## src/rtl/seq_divider.sv

```systemverilog
`default_nettype none
// ============================================================================
//  Module   : seq_divider
//  Purpose  : Unsigned restoring divider, one quotient bit per clock, MSB
//             first. A zero divisor completes in a single cycle with a
//             saturated quotient and the div_by_zero flag set.
//  Ports    : clk          - sole clock, rising edge
//             rst_n        - asynchronous active-low reset
//             start        - request, accepted only in IDLE or DONE
//             dividend     - numerator, latched with an accepted start
//             divisor      - denominator, latched with an accepted start
//             busy         - high while the division iterates (CALC)
//             done         - one-cycle result-valid pulse (DONE)
//             quotient     - registered quotient
//             remainder    - registered remainder
//             div_by_zero  - registered flag for the last completed request
//  Revision : 1.0 - initial release
// ============================================================================
module seq_divider #(
    parameter int DIVIDEND_W = 8,
    parameter int DIVISOR_W  = 4
) (
    input  logic                  clk,
    input  logic                  rst_n,
    input  logic                  start,
    input  logic [DIVIDEND_W-1:0] dividend,
    input  logic [DIVISOR_W-1:0]  divisor,
    output logic                  busy,
    output logic                  done,
    output logic [DIVIDEND_W-1:0] quotient,
    output logic [DIVISOR_W-1:0]  remainder,
    output logic                  div_by_zero
);

    localparam int c_cnt_w = (DIVIDEND_W > 1) ? $clog2(DIVIDEND_W) : 1;
    localparam logic [c_cnt_w-1:0] c_last_step = c_cnt_w'(DIVIDEND_W - 1);

    typedef enum logic [1:0] {
        IDLE = 2'd0,
        CALC = 2'd1,
        DONE = 2'd2
    } state_t;

    state_t                r_state;
    logic [c_cnt_w-1:0]    r_count;
    // Holds the not-yet-consumed dividend bits at the top and accumulates
    // quotient bits at the bottom; after DIVIDEND_W shifts it is the quotient.
    logic [DIVIDEND_W-1:0] r_work;
    logic [DIVISOR_W-1:0]  r_divisor;
    logic [DIVISOR_W-1:0]  r_rem;
    logic [DIVIDEND_W-1:0] r_quotient;
    logic [DIVISOR_W-1:0]  r_remainder;
    logic                  r_div_by_zero;

    // The shifted partial remainder needs DIVISOR_W+1 bits: the stored value
    // is always below the divisor, so doubling it plus one cannot exceed
    // that width.
    logic [DIVISOR_W:0]    w_shift;
    logic                  w_ge;
    logic [DIVISOR_W-1:0]  w_diff;
    logic [DIVISOR_W-1:0]  w_rem_next;
    logic [DIVIDEND_W-1:0] w_work_next;

    assign w_shift     = {r_rem, r_work[DIVIDEND_W-1]};
    assign w_ge        = (w_shift >= {1'b0, r_divisor});
    // The difference is smaller than the divisor, so the low bits carry it
    // exactly and the extra top bit can be dropped.
    assign w_diff      = w_shift[DIVISOR_W-1:0] - r_divisor;
    assign w_rem_next  = w_ge ? w_diff : w_shift[DIVISOR_W-1:0];
    assign w_work_next = {r_work[DIVIDEND_W-2:0], w_ge};

    always_ff @(posedge clk or negedge rst_n) begin
        if (!rst_n) begin
            r_state       <= IDLE;
            r_count       <= '0;
            r_work        <= '0;
            r_divisor     <= '0;
            r_rem         <= '0;
            r_quotient    <= '0;
            r_remainder   <= '0;
            r_div_by_zero <= 1'b0;
        end else begin
            case (r_state)
                IDLE, DONE: begin
                    if (start) begin
                        if (divisor == '0) begin
                            // Degenerate request: answer immediately.
                            r_state       <= DONE;
                            r_quotient    <= '1;
                            r_remainder   <= '0;
                            r_div_by_zero <= 1'b1;
                        end else begin
                            r_state   <= CALC;
                            r_work    <= dividend;
                            r_divisor <= divisor;
                            r_rem     <= '0;
                            r_count   <= '0;
                        end
                    end else begin
                        r_state <= IDLE;
                    end
                end
                CALC: begin
                    r_work  <= w_work_next;
                    r_rem   <= w_rem_next;
                    r_count <= r_count + c_cnt_w'(1);
                    if (r_count == c_last_step) begin
                        r_state       <= DONE;
                        r_quotient    <= w_work_next;
                        r_remainder   <= w_rem_next;
                        r_div_by_zero <= 1'b0;
                    end
                end
                default: begin
                    r_state <= IDLE;
                end
            endcase
        end
    end

    assign busy        = (r_state == CALC);
    assign done        = (r_state == DONE);
    assign quotient    = r_quotient;
    assign remainder   = r_remainder;
    assign div_by_zero = r_div_by_zero;

endmodule
`default_nettype wire

```

## config.mk

```make
export PLATFORM = sky130hd
export DESIGN_NAME = seq_divider
export DESIGN_NICKNAME = d
export VERILOG_FILES = /design/src/rtl/seq_divider.sv
export SDC_FILE = /design/constraint.sdc
export NUM_CORES = 1
export LEC_CHECK = 0
export BUFFER_PORTS_ARGS = -buffer_cell sky130_fd_sc_hd__buf_2
export CORE_MARGIN = 2
export CORE_UTILIZATION = 35
export DETAILED_ROUTE_END_ITERATION = 8
export PLACE_DENSITY = 0.61
export SLEW_MARGIN = 5
export SYNTH_ARGS = -nofsm -noshare
export SYNTH_HDL_FRONTEND = slang
export SYNTH_SLANG_ARGS = --single-unit
```

## constraint.sdc

```tcl
create_clock -name clk -period 1.9 [get_ports clk]
set_clock_uncertainty 0.2 [all_clocks]
set_input_delay 0.38 -clock clk [delete_from_list [all_inputs] [get_ports clk]]
set_output_delay 0.38 -clock clk [all_outputs]
set_load 0.01 [all_outputs]
```

Word-level counts from Yosys, hierarchy flattened. Cells that the tools add are included.

Add/subtract/negate cells: 2. Multiply operators: 0. Divide/modulo/power cells: 0. Order comparisons: 1. Eq/ne operators: 7. Shift operators: 0. Mux-type cells: 26. Bitwise gates (word level): 1. Reductions and logical operators: 7.

Operators with widths (number): 2-to-1 mux 8 bit (5); case mux 8 bit (2 select lines) (2); 2-to-1 mux 4 bit (6); case mux 4 bit (2 select lines) (2); 2-to-1 mux 2 bit (3); 2-to-1 mux 3 bit (2); != test 2 bit, second input constant (3); case mux 3 bit (2 select lines) (1); AND reduction 3 bit (2); greater-or-equal comparator 5 x 4 -> 1 bit (1); logical NOT 4 bit (1); case mux 2 bit (2 select lines) (1); AND reduction 4 bit (1); subtractor 4 bit (1); adder 3 x 1 -> 3 bit, second input constant (1); equality test 3 bit, second input constant (1); 2-to-1 mux 1 bit (3); equality test 2 x 1 -> 1 bit, second input constant (1); equality test 2 bit, second input constant (1); logical NOT 2 bit (1); != test 2 x 1 -> 1 bit, second input constant (1); case mux 1 bit (2 select lines) (1); nonzero test 2 bit (1); OR reduction 2 bit (1); inverter 1 bit (1).

Register bits: 34. Bits in latches: 0. RAM bits: 0. ROM bits: 0. Bits of input ports: 15. Output and inout bits: 15. Memories kept: 0.

Logic depth before layout (Yosys ltp).
Word-level depth: 4. Mapped depth: 7. Gate-level depth less buffers: 7.

Least setup slack after synthesis. OpenSTA, ideal clock, no wires.

Path type: register to register. Start point: register r_rem[1]. End point: register r_rem[0]. Setup time: 0.083 ns. Data arrival time: 1.644 ns. Required time: 1.617 ns. Setup slack: -0.027 ns. Cell stages (with the launch flop): 7. Buffers on the path: 0. Period minus slack after synthesis: 1.927 ns. Cells stage by stage: dfrtp_1 -> ha_1 -> a21oi_2 -> o21ai_2 -> a21oi_4 -> mux2_4 -> o22ai_1.

Word-level cells in the longest chain between the ends: 3.

Ends and longest elaborated chain: start: declaration (RTL line 50) `logic [DIVISOR_W-1:0] r_rem;`; start signal: assignment (RTL line 105) `r_rem <= w_rem_next;`; greater-or-equal comparator 5 x 4 -> 1 bit (RTL line 65) `assign w_ge = (w_shift >= {1'b0, r_divisor});`; 2-to-1 mux 4 bit (RTL line 69) `assign w_rem_next = w_ge ? w_diff : w_shift[DIVISOR_W-1:0];`; case mux 4 bit (2 select lines) (RTL line 83) `case (r_state)`.

Every way passes these cells. A chain may end at the register's enable or synchronous reset.

Worst setup path after layout.
Start point: register r_divisor[2]. End point: register r_rem[0].

Word-level cells in the longest chain between the ends: 3.

Ends and longest elaborated chain: start: declaration (RTL line 49) `logic [DIVISOR_W-1:0] r_divisor;`; start signal: assignment (RTL line 95) `r_divisor <= divisor;`; greater-or-equal comparator 5 x 4 -> 1 bit (RTL line 65); 2-to-1 mux 4 bit (RTL line 69); case mux 4 bit (2 select lines) (RTL line 83).

Every way passes these cells.

==> flow_summary.yaml <==
yosys:
  synthXorXnorAreaFrac_pct: 0.528
  synth_compound_area_share_pct: 16.1
  yosys.area_share.simple_pct: 14.0
  ys_ff_latch: 34
  async_flop_share_pct: 100
  avgSynthCellArea_um2: 10.3
  yosysMostFrequentCell: "dfrtp_1"
  synthAdderAreaFrac_pct: 5.73
  synthTopCellsByArea: "dfrtp_1 (51%), nand2_1 (5.2%), mux2i_1 (4.8%)"
  ys_seq_area_share_pct: 51.3
  synth-edff-count: 0
  synth_top_family_by_area: "compound AO/OA/AOI/OAI gates"
  synth_cells: 161
  yosys.cell_types.count: 34
  synthMuxAreaShare_pct: 8.22
  synthesis.area_um2: 1660
  synth_ff_type: "dfrtp_1"
  synth_warnings: 0
  yosysTopAreaCellShare_pct: 51.3
  yosys-top-cells-count: "dfrtp_1 (34), nand2_1 (23), nor2_1 (17)"
  synth_fp_nets: 183
  yosys.area.top_type: "dfrtp_1"
placed_design:
  place.gp.congestion: 0.779
  dp_hpwl_mm: 2.52
  port_buffers: 29
sta:
  finalSetupViolations: 0
  finalSetupTns_ps: 0
  rsz0062_at_grt: "yes"
  fmax_mhz: 528
  slew_violations: 0
  period_minus_slack_ps: 1890
  fin_crit_sh_pct: 99.6
  worst_pin_slew_ps: 434
  final-hold-violation-count: 0
  slew_headroom_pct: 71.1
layout:
  fin_nets: 233
  n_antenna_cell: 0
  n_fill_cell: 444
  drive_gt1_share_pct: 38.7
  multiInputGateArea_um2: 816
  syn_to_final_growth_pct: 30.8
  seqCellArea_um2: 851
die:
  die_x_um: 72.9
  rows: 25
  chipHeight_um: 72.9
  die_area_um2: 5310
  io_pins: 30
  core_area_um2: 4660
  initial_utilization_pct: 35.6
setup_path:
  cp_slowest_cell: "dfrtp_1"
  cpLargestDelayFamily: "compound AO/OA/AOI/OAI gates"
  arrival_ps: 1900
  worstSetupEndpoint: "r_rem[0]$_DFFE_PN0P_"
  setup.worst_path.start_class: "register"
  cp.depth: 7
  worstRegToRegCells: 7
  r2r-end: "r_rem[0]$_DFFE_PN0P_"
  rrSetupSlack_ps: 7
  setup.worst_path.end_class: "register"
  setup.worst_path.class: "register to register"
  critPathMaxFanout: 4
  crit_chain: "inv_2 -> ha_4 -> a21oi_4 -> o21ai_4 -> a21oi_4 -> mux2_4 -> o22ai_1"
  cpMostUsedCell: "a21oi_4"
  r2r-start: "r_divisor[2]$_DFFE_PN0N_"
  worst-path-buf-inv: 1
  cp.required_ps: 1910
  startpoint: "r_divisor[2]$_DFFE_PN0N_"
  slowest_delay_ps: 370
power_and_ir_drop:
  p_leak_nw: 1.01
  power_density_nw_per_um2: 1970
  vdd_drop_max_mv: 0.774
  p_total_w: 0.00428
grt:
  grt_use_total_pct: 14.6
  grt_pass1_vias: 1240
  antenna_found_initial: 0
  grt_pass1_wl_mm: 6.00
  overflow: 0
  grt_max_degree: 35
drt:
  routed_wl_mm: 3.48
  vias_per_cell: 4.91
  dr.first_iter.drc_count: 48
  wl_per_cell_um: 13.1
  ant_nets: 0
  drc: 0
  vias: 1307
  drt-pass1-iter-count: 4
min_path:
  hold_path_class: "input port to register"
cts:
  clkSinkCount: 34
  clock_latency_ps: 280
  cts_tree: "done"
  cts.path.max_buffers: 2
  cts_buffers: 5
  cts-root-buf: "clkbuf_8"
  htreeDepth: 2
  path_clk_slew_ps: 70
run_status:
  run_status: "completed"
flow_run:
  maxCapViolCount: 0
==> through the flow <==
| stage | util (%) | hold slack, ps | instance area (µm²) | cells | worst slack, ps |
|---|---|---|---|---|---|
| 5_1_grt | 46.6 | 161 | 2170 | 266 | -66.0 |
| 3_5_place_dp | 42.4 | 241 | 1980 | 254 | -57.7 |
| 6_report | 46.6 | 141 | 2170 | 266 | 6.95 |
| 4_1_cts | 45.6 | 139 | 2120 | 265 | -18.2 |
| 3_3_place_gp | 42.4 | 241 | 1980 | 254 | -24.9 |
| 2_1_floorplan | - | -116 | 1670 | 161 | 46.7 |
==> state kept, by name, summed over array words and instances (netlist names) <==
name / cells
r_divisor: 4
r_state: 2
r_rem: 4
r_work: 8
div_by_zero: 1
remainder: 4
r_count: 3
quotient: 8
==> layout make-up <==
type / count / area share [%]
clock buffer: 6 / 3.80
inverter: 7 / 1.33
clock inverter: 2 / 0.576
tap: 54 / 3.11
timing repair buffer: 51 / 14.4
multi-input combinational: 112 / 37.6
sequential: 34 / 39.2
==> tightest hold or removal path: stages <==
cell and delay (ps):
buf_2 80, a22oi_1 60, o21ai_0 60
==> cell families (layout without fill, tap and decap cells) <==
family	after synthesis	after routing
multiplexers	12	12
buffers and inverters	15	66
AO/OA/AOI/OAI	42	42
adder cells (fa/ha/maj)	7	7
XOR/XNOR	1	1
AND/OR/NAND/NOR	50	50
flip-flops	34	34
==> power breakdown <==
group	total, W	internal (W)	switching [W]
combinational	0.00243	0.00124	0.00119
sequential	0.00129	0.00108	0.000211
clock	0.000559	0.000291	0.000268
==> placed cells by master, fill, tap and decap left out, types with 2 or more instances in the layout <==
master    count
mux2i_1       7
buf_2        29
nor2_1       17
a21oi_4       3
o21ai_0      15
clkbuf_8      6
inv_1         3
o22ai_1       3
o21ai_1       3
mux2_4        3
dfrtp_1      34
ha_4          2
ha_1          3
a21o_1        2
a21oi_1       8
nand2b_1      3
nand2_1      23
inv_2         3
buf_4        21
==> routing by layer <==
metal	wire length (µm)	vias to the layer above	GRT usage, %
met2	1640	25	22.7
met5	0	-	0
met1	1680	630	19.9
met3	99	5	3.45
li1	-	647	-
met4	54	0	4.94
==> how the worst min path moves through the flow <==
stage                     slack [ps]   startpoint  depth (start not counted)                  endpoint
after CTS                        140  dividend[0]                          3     r_work[0]$_DFFE_PN0P_
after detailed placement         240        rst_n                          2   div_by_zero$_DFFE_PN0P_
after global placement           240        rst_n                          2   div_by_zero$_DFFE_PN0P_
after floorplan                 -120        rst_n                          0   div_by_zero$_DFFE_PN0P_
after global routing             160   divisor[3]                          3  r_divisor[3]$_DFFE_PN0N_
final                            140  dividend[0]                          3     r_work[0]$_DFFE_PN0P_
==> what timing repair did <==
| item | 4_1_cts | 5_1_grt |
|---|---|---|
| endpoints found under the setup margin | 6 | 10 |
| pin swaps | 2 | 5 |
| hold buffers | 1 | 0 |
| endpoints found under the hold margin | 34 | 0 |
| resized for setup | 6 | 11 |
| buffers inserted | 2 | 1 |
Note: power is estimated with default switching activity, not from simulation.
